### src/rtl/nand_seq_pkg.sv
// nand_seq_pkg
// Shared definitions for the NAND operation sequencer:
//   - instruction mode codes placed in bits [31:28] of each instruction word
//   - host operation codes
//   - NAND command bytes issued by the step lists
//   - byte-source selector used by the step decoder
//   - instruction-word pack helper and op-code legality check
package nand_seq_pkg;

    // Instruction modes understood by the flash control FSM
    localparam logic [3:0] MODE_CMD_IN   = 4'd2;
    localparam logic [3:0] MODE_ADDR_IN  = 4'd3;
    localparam logic [3:0] MODE_DATA_IN  = 4'd4;
    localparam logic [3:0] MODE_DATA_OUT = 4'd5;

    // Host operation codes; 5..7 are illegal
    typedef enum logic [2:0] {
        OP_RESET        = 3'd0,
        OP_READ_STATUS  = 3'd1,
        OP_READ_PAGE    = 3'd2,
        OP_PROGRAM_PAGE = 3'd3,
        OP_ERASE_BLOCK  = 3'd4
    } op_code_e;

    // NAND command bytes
    localparam logic [7:0] NAND_CMD_READ1      = 8'h00;
    localparam logic [7:0] NAND_CMD_READ2      = 8'h30;
    localparam logic [7:0] NAND_CMD_PROG1      = 8'h80;
    localparam logic [7:0] NAND_CMD_PROG2      = 8'h10;
    localparam logic [7:0] NAND_CMD_ERASE1     = 8'h60;
    localparam logic [7:0] NAND_CMD_ERASE2     = 8'hD0;
    localparam logic [7:0] NAND_CMD_STATUS     = 8'h70;
    localparam logic [7:0] NAND_CMD_RESET      = 8'hFF;

    // Where the bytes of a step come from
    typedef enum logic [2:0] {
        SRC_NONE  = 3'd0,   // step pushes no bytes (DATA_OUT)
        SRC_CMD   = 3'd1,   // single command byte
        SRC_ADDR5 = 3'd2,   // col[7:0], col[15:8], row[7:0], row[15:8], row[23:16]
        SRC_ADDR3 = 3'd3,   // row[7:0], row[15:8], row[23:16]
        SRC_WDATA = 3'd4    // host payload stream
    } byte_src_e;

    // Build an instruction word; rpt is already zero-extended by the caller
    function automatic logic [31:0] pack_instr(input logic [3:0] mode,
                                               input logic [27:0] rpt);
        return {mode, rpt};
    endfunction

    function automatic logic op_is_legal(input logic [2:0] code);
        return (code <= 3'd4);
    endfunction

endpackage

### src/rtl/nand_step_decode.sv
// nand_step_decode
// Purely combinational step table: maps the latched op code and the current
// step index to the instruction mode, repeat value (count minus 1), byte
// source, command byte and a flag marking the final step of the operation.
// Ports:
//   op_code   in  3     latched operation code
//   step_idx  in  2     current step within the operation
//   op_len    in  LENW  payload bytes minus 1
//   mode      out 4     instruction mode for this step
//   rpt       out LENW  repeat count minus 1
//   cmd_byte  out 8     command byte when src is SRC_CMD
//   src       out       byte source selector
//   last_step out 1     this is the final step of the operation
module nand_step_decode
    import nand_seq_pkg::*;
#(
    parameter int LENW = 13
) (
    input  logic [2:0]      op_code,
    input  logic [1:0]      step_idx,
    input  logic [LENW-1:0] op_len,
    output logic [3:0]      mode,
    output logic [LENW-1:0] rpt,
    output logic [7:0]      cmd_byte,
    output byte_src_e       src,
    output logic            last_step
);

    // Step table lookup; defaults describe a harmless single RESET command
    always_comb begin
        mode      = MODE_CMD_IN;
        rpt       = '0;
        cmd_byte  = NAND_CMD_RESET;
        src       = SRC_CMD;
        last_step = 1'b1;
        case (op_code)
            OP_RESET: begin
                cmd_byte = NAND_CMD_RESET;
            end
            OP_READ_STATUS: begin
                if (step_idx == 2'd0) begin
                    cmd_byte  = NAND_CMD_STATUS;
                    last_step = 1'b0;
                end else begin
                    mode = MODE_DATA_OUT;
                    src  = SRC_NONE;
                end
            end
            OP_READ_PAGE: begin
                last_step = 1'b0;
                case (step_idx)
                    2'd0: cmd_byte = NAND_CMD_READ1;
                    2'd1: begin
                        mode = MODE_ADDR_IN;
                        rpt  = LENW'(4);
                        src  = SRC_ADDR5;
                    end
                    2'd2: cmd_byte = NAND_CMD_READ2;
                    default: begin
                        mode      = MODE_DATA_OUT;
                        rpt       = op_len;
                        src       = SRC_NONE;
                        last_step = 1'b1;
                    end
                endcase
            end
            OP_PROGRAM_PAGE: begin
                last_step = 1'b0;
                case (step_idx)
                    2'd0: cmd_byte = NAND_CMD_PROG1;
                    2'd1: begin
                        mode = MODE_ADDR_IN;
                        rpt  = LENW'(4);
                        src  = SRC_ADDR5;
                    end
                    2'd2: begin
                        mode = MODE_DATA_IN;
                        rpt  = op_len;
                        src  = SRC_WDATA;
                    end
                    default: begin
                        cmd_byte  = NAND_CMD_PROG2;
                        last_step = 1'b1;
                    end
                endcase
            end
            OP_ERASE_BLOCK: begin
                last_step = 1'b0;
                case (step_idx)
                    2'd0: cmd_byte = NAND_CMD_ERASE1;
                    2'd1: begin
                        mode = MODE_ADDR_IN;
                        rpt  = LENW'(2);
                        src  = SRC_ADDR3;
                    end
                    default: begin
                        cmd_byte  = NAND_CMD_ERASE2;
                        last_step = 1'b1;
                    end
                endcase
            end
            default: begin
                last_step = 1'b1;
            end
        endcase
    end

endmodule

### src/rtl/nand_op_sequencer.sv
// nand_op_sequencer
// Turns one high-level NAND operation into a stream of 32-bit instruction
// words (instruction FIFO) and the matching command/address/payload bytes
// (data FIFO) for the downstream flash control FSM.
// Ports:
//   clk, rst                      clock; asynchronous active-low reset
//   op_valid/op_ready             operation handshake (accepted in IDLE)
//   op_code, op_row, op_col       operation code, row and column address
//   op_len                        payload bytes minus 1
//   wr_data/_valid/_ready         program payload stream
//   iq_wdata, iq_wrreq, iq_full   instruction FIFO write side
//   df_wdata, df_wrreq, df_full   data FIFO write side
//   busy                          operation in progress
//   op_done                       one-cycle pulse after the last push
//   err_bad_op                    one-cycle pulse on an illegal op code
module nand_op_sequencer
    import nand_seq_pkg::*;
#(
    parameter int LENW = 13,
    parameter int RPTW = 16
) (
    input  logic            clk,
    input  logic            rst,
    input  logic            op_valid,
    output logic            op_ready,
    input  logic [2:0]      op_code,
    input  logic [23:0]     op_row,
    input  logic [15:0]     op_col,
    input  logic [LENW-1:0] op_len,
    input  logic [7:0]      wr_data,
    input  logic            wr_data_valid,
    output logic            wr_data_ready,
    output logic [31:0]     iq_wdata,
    output logic            iq_wrreq,
    input  logic            iq_full,
    output logic [7:0]      df_wdata,
    output logic            df_wrreq,
    input  logic            df_full,
    output logic            busy,
    output logic            op_done,
    output logic            err_bad_op
);

    typedef enum logic [2:0] {
        IDLE  = 3'd0,
        MODE  = 3'd1,
        BYTES = 3'd2,
        NEXT  = 3'd3,
        DONE  = 3'd4
    } state_e;

    state_e          state, state_nxt;
    logic [2:0]      op_code_q;
    logic [23:0]     op_row_q;
    logic [15:0]     op_col_q;
    logic [LENW-1:0] op_len_q;
    logic [1:0]      step_idx, step_nxt;
    logic [LENW-1:0] byte_cnt, cnt_nxt;
    logic            accept, bad_op;

    logic [3:0]      step_mode;
    logic [LENW-1:0] step_rpt;
    logic [7:0]      step_cmd;
    byte_src_e       step_src;
    logic            step_last;
    logic [RPTW-1:0] rpt_field;
    logic [31:0]     step_word;
    logic [7:0]      src_byte;

    nand_step_decode #(.LENW(LENW)) u_decode (
        .op_code   (op_code_q),
        .step_idx  (step_idx),
        .op_len    (op_len_q),
        .mode      (step_mode),
        .rpt       (step_rpt),
        .cmd_byte  (step_cmd),
        .src       (step_src),
        .last_step (step_last)
    );

    // Repeat field is zero-extended first to RPTW, then into the 28-bit slot
    assign rpt_field = RPTW'(step_rpt);
    assign step_word = pack_instr(step_mode, 28'(rpt_field));

    // Select the byte for the current step; address bytes are indexed by the
    // byte counter, which never exceeds 4 for address steps
    always_comb begin
        src_byte = step_cmd;
        case (step_src)
            SRC_ADDR5: begin
                case (byte_cnt[2:0])
                    3'd0:    src_byte = op_col_q[7:0];
                    3'd1:    src_byte = op_col_q[15:8];
                    3'd2:    src_byte = op_row_q[7:0];
                    3'd3:    src_byte = op_row_q[15:8];
                    default: src_byte = op_row_q[23:16];
                endcase
            end
            SRC_ADDR3: begin
                case (byte_cnt[1:0])
                    2'd0:    src_byte = op_row_q[7:0];
                    2'd1:    src_byte = op_row_q[15:8];
                    default: src_byte = op_row_q[23:16];
                endcase
            end
            default: src_byte = step_cmd;
        endcase
    end

    // Next-state logic and FIFO strobes; only one FIFO can be written per
    // cycle because MODE writes the instruction FIFO and BYTES the data FIFO
    always_comb begin
        state_nxt     = state;
        step_nxt      = step_idx;
        cnt_nxt       = byte_cnt;
        accept        = 1'b0;
        bad_op        = 1'b0;
        op_ready      = 1'b0;
        op_done       = 1'b0;
        iq_wrreq      = 1'b0;
        iq_wdata      = '0;
        df_wrreq      = 1'b0;
        df_wdata      = '0;
        wr_data_ready = 1'b0;
        busy          = (state != IDLE);
        case (state)
            IDLE: begin
                op_ready = 1'b1;
                if (op_valid) begin
                    if (op_is_legal(op_code)) begin
                        accept    = 1'b1;
                        state_nxt = MODE;
                        step_nxt  = 2'd0;
                        cnt_nxt   = '0;
                    end else begin
                        bad_op = 1'b1;
                    end
                end
            end
            MODE: begin
                iq_wdata = step_word;
                iq_wrreq = !iq_full;
                if (iq_wrreq) begin
                    cnt_nxt   = '0;
                    state_nxt = (step_mode == MODE_DATA_OUT) ? NEXT : BYTES;
                end
            end
            BYTES: begin
                if (step_src == SRC_WDATA) begin
                    wr_data_ready = wr_data_valid && !df_full;
                    df_wrreq      = wr_data_ready;
                    df_wdata      = wr_data;
                end else begin
                    df_wrreq = !df_full;
                    df_wdata = src_byte;
                end
                if (df_wrreq) begin
                    if (byte_cnt == step_rpt) begin
                        cnt_nxt   = '0;
                        state_nxt = NEXT;
                    end else begin
                        cnt_nxt = byte_cnt + LENW'(1);
                    end
                end
            end
            NEXT: begin
                if (step_last) begin
                    state_nxt = DONE;
                end else begin
                    step_nxt  = step_idx + 2'd1;
                    state_nxt = MODE;
                end
            end
            DONE: begin
                op_done   = 1'b1;
                state_nxt = IDLE;
            end
            default: state_nxt = IDLE;
        endcase
    end

    // State, counters and the latched operation; err_bad_op is registered so
    // it reads 0 throughout reset regardless of op_valid
    always_ff @(posedge clk or negedge rst) begin
        if (!rst) begin
            state      <= IDLE;
            step_idx   <= '0;
            byte_cnt   <= '0;
            op_code_q  <= '0;
            op_row_q   <= '0;
            op_col_q   <= '0;
            op_len_q   <= '0;
            err_bad_op <= 1'b0;
        end else begin
            state      <= state_nxt;
            step_idx   <= step_nxt;
            byte_cnt   <= cnt_nxt;
            err_bad_op <= bad_op;
            if (accept) begin
                op_code_q <= op_code;
                op_row_q  <= op_row;
                op_col_q  <= op_col;
                op_len_q  <= op_len;
            end
        end
    end

endmodule

### config.mk
export PLATFORM = sky130hd
export DESIGN_NAME = nand_op_sequencer
export DESIGN_NICKNAME = d
export VERILOG_FILES = /design/src/rtl/nand_seq_pkg.sv /design/src/rtl/nand_step_decode.sv /design/src/rtl/nand_op_sequencer.sv
export SDC_FILE = /design/constraint.sdc
export NUM_CORES = 1
export LEC_CHECK = 0
export ABC_AREA = 1
export CORE_MARGIN = 10
export CORE_UTILIZATION = 46
export CTS_CLUSTER_DIAMETER = 50
export DETAILED_ROUTE_END_ITERATION = 6
export PLACE_DENSITY = 0.77
export SYNTH_ARGS = -nofsm -noshare
export SYNTH_HDL_FRONTEND = slang
export SYNTH_SLANG_ARGS = --single-unit
### constraint.sdc
create_clock -name clk -period 2.1 [get_ports clk]
set_input_delay 0.42 -clock clk [delete_from_list [all_inputs] [get_ports clk]]
set_output_delay 0.42 -clock clk [all_outputs]
set_load 0.1 [all_outputs]
==> metrics <==
Fin. Hold Viols 0; Core Box Area roughly 11,000 sq um; share of the clock period used by the worst path 1.31; width of the die ~120 um; clk buf depth 2; initial standard-cell utilization of the core 0.470; Total Negative Setup Slacks -14.24 ns; type of the setup path with the least slack reg2out; actual transition at the worst max-transition pin around 0.57 ns; Met1 Wirelength approximately 7800 um; final-layout worst hold slack roughly 0.022 ns; top sig layer met4; PD cells 1150 nW/um^2; violations in the final reports negative setup slack; maximum clock skew at final layout 0.00906 ns; Placed Cells incl. Taps about 1,100; post-synthesis area per instance between 6 and 7 sq um; Num Clock Sinks 75; sum of met2 wire segment lengths after detailed routing around 9300 um; Design Power around 10 mW; standard-cell rows 38; cell type contributing the most total cell area after synthesis dfrtp_1; DP Worst Slack -0.447 ns; Top FF cell, synth dfrtp_1; Area Overhead vs Synth 69.7%; placed cell areas 7820 sq um; total inserted antenna cells 0; data required time of the worst path approximately 1.7 ns; post-detailed-route via-to-cell ratio between 5 and 6; run status finished with violations; GRT Residual Overflow 0; buffer cell driving the clock tree root clkbuf_8; sort of element at the end of the critical path output port; largest net degree at the start of global routing 32; arrival time worst endpoint 2.32 ns; final antenna-violating net count 0; register area share after synthesis 0.370; wire length of the first global-routing pass between 20,000 and 30,000 um; FF+latch area around 1900 sq um; clock network latency to the later pin of the worst-skew pair 0.36 ns; depth of the CTS H-tree 3; RSZ-0062 raised after global routing true; Pre-antenna DRT Iters 5; slew margin rel. 0.619; most frequent standard cell in the layout excluding fill and tap cells nand2_1; Port-buffer cells 100; sum of net half-perimeters after detailed placement approximately 14,000 um; min cycle time layout roughly 2.7 ns; total standard cell area after synthesis between 5000 and 6000 sq um; maximum vdd drop between 0.9 and 1 mV; maximum fanout along the worst path 4; flip-flop and latch count after synthesis 75; Inserted Clock Buffers 9; Setup-failing EPs final 41; Fillers about 700; via count of the first global-routing pass roughly 5,800; count of distinct cell types in the synthesized netlist 35; clock tree from TritonCTS yes; total of warnings raised by yosys 0; drc violations 0; Hold Path Class in2async; WL met3 roughly 1800 um; Worst Setup Slack, final -0.642 ns; fraction of final layout cells with drive strength greater than 1 0.340; Yosys top cell area share 0.370; core utilization of the finished layout 0.797; summed area of non-filler cells in the final layout approximately 8600 sq um; Total Wirelength just under 20,000 um; weighted congestion at the end of routability-driven global placement between 1 and 1.5; average wire per cell in the routed design 17.2 um; Die Y-Extent around 120 um; number of synthesized flops with an enable pin 0; top library cells by usage in the layout, fill and taps aside nand2_1 (215), buf_4 (109), inv_1 (78); total global routing track utilization 0.223; kind of launch point of the worst setup path flip-flop; count of maximum capacitance violations 0; number of cells in the finished layout apart from fillers between 1,000 and 1,500; total leakage power 3.95 nW; top achievable clock speed roughly 360 MHz; Pins Over Slew Limit 0; post-CTS clock slew at the launch and capture registers of the worst setup and hold paths about 0.1 ns; # hold bufs at CTS 0; Die Footprint 15,600 sq um; async set-reset flop share out of synthesis 1.00; number of nets in the final layout ~1,100; ranking of synthesized cells by area dfrtp_1 (37%), nand2_1 (19%), inv_1 (7.0%); total I/O pin count roughly 120; DR vias 6,022; Iter 0 DRT Violations 419; initial antenna violation count 0; post-synthesis cell count between 700 and 800; area occupied by multi-input gates around 3400 sq um
==> power by group <==
part | switching (mW) | internal, mW | total [mW] | leakage (nW)
Combinational | 3.99 | 2.43 | 6.42 | 2.91
Clock | 0.634 | 0.451 | 1.08 | 0.0967
Sequential | 0.352 | 1.99 | 2.35 | 0.947
==> logic make-up (layout without fill, tap and decap cells) <==
group,Yosys count,after routing,synth area share
DFF,75,75,0.370
buffers and inverters,136,351,0.118
and+or+nand+nor,392,393,0.332
adders and majority gates,11,11,0.0272
AOI/OAI and AO/OA,131,131,0.143
xor gates and xnor gates,5,5,0.00864
other,1,16,0.000740
==> worst paths after layout <==
path | cells past startpoint | end | slack (ns) | startpoint
setup / recovery | 11 | df_wdata[0] | -0.64 | step_idx[0]
max in group asynchronous | 2 | step_idx[1] | 1.51 | rst
hold reg to reg | 2 | op_col_q[6] | 0.52 | op_col_q[6]
setup reg to reg | 16 | byte_cnt[4] | -0.22 | step_idx[0]
hold / removal | 1 | op_row_q[10] | 0.02 | rst
min in group clk | 2 | op_col_q[6] | 0.52 | op_col_q[6]
==> metal layers <==
metal | GRT usage | vias up
met5 | 0 | -
met4 | 0.0650 | 0
met3 | 0.0397 | 38
met2 | 0.362 | 312
met1 | 0.298 | 2819
li1 | - | 2853
==> what timing repair did <==
item | in CTS | in global routing
hold endpoints to repair | 0 | 0
endpoints found under the setup margin | 41 | 52
pin swaps | 15 | 32
buffers inserted | 5 | 20
gates resized for setup | 32 | 73
cloned | 1 | 2
==> area by class of cell <==
type                            instances  area share
Clock buffer                            9      0.0144
Timing Repair inverter                  1     0.00131
Inverter                               99      0.0489
Tap cell                              140      0.0204
Sequential cell                        75       0.219
Clock inverter                          7     0.00655
Multi-Input combinational cell        556       0.397
Timing Repair Buffer                  235       0.293
==> critical path, stage by stage (launching register included) <==
cell and delay [ns]:
dfrtp_1 0.39, inv_2 0.09, ha_4 0.20, buf_4 0.14, nand2_2 0.11, nand3_2 0.15
inv_2 0.13, nor3_4 0.06, a21oi_4 0.17, o211ai_1 0.22, nand2_8 0.13, buf_12 0.17
==> state kept, by name, indices dropped and copies added, names as in the netlist <==
register    cells
op_col_q       16
op_row_q       24
op_code_q       3
byte_cnt       13
state           3
op_len_q       13
err_bad_op      1
step_idx        2
==> Yosys cell counts (2+ instances only) <==
cell,n
buf_6,2
xor2_1,5
nor2_1,47
nor4_1,3
nor3_2,2
clkbuf_1,10
buf_2,9
inv_1,94
nand3b_1,3
nand3_1,42
a21oi_1,26
buf_4,16
nand2_2,7
o21ai_1,2
nand2_1,252
inv_2,3
clkinv_1,2
ha_1,11
o211ai_1,7
nand4_1,18
dfrtp_1,75
a31oi_1,2
o22ai_1,18
nor3_1,10
nor2_4,4
o21ai_2,3
o21ai_0,69
nand3_2,2
(Power assumes the default switching activity.)
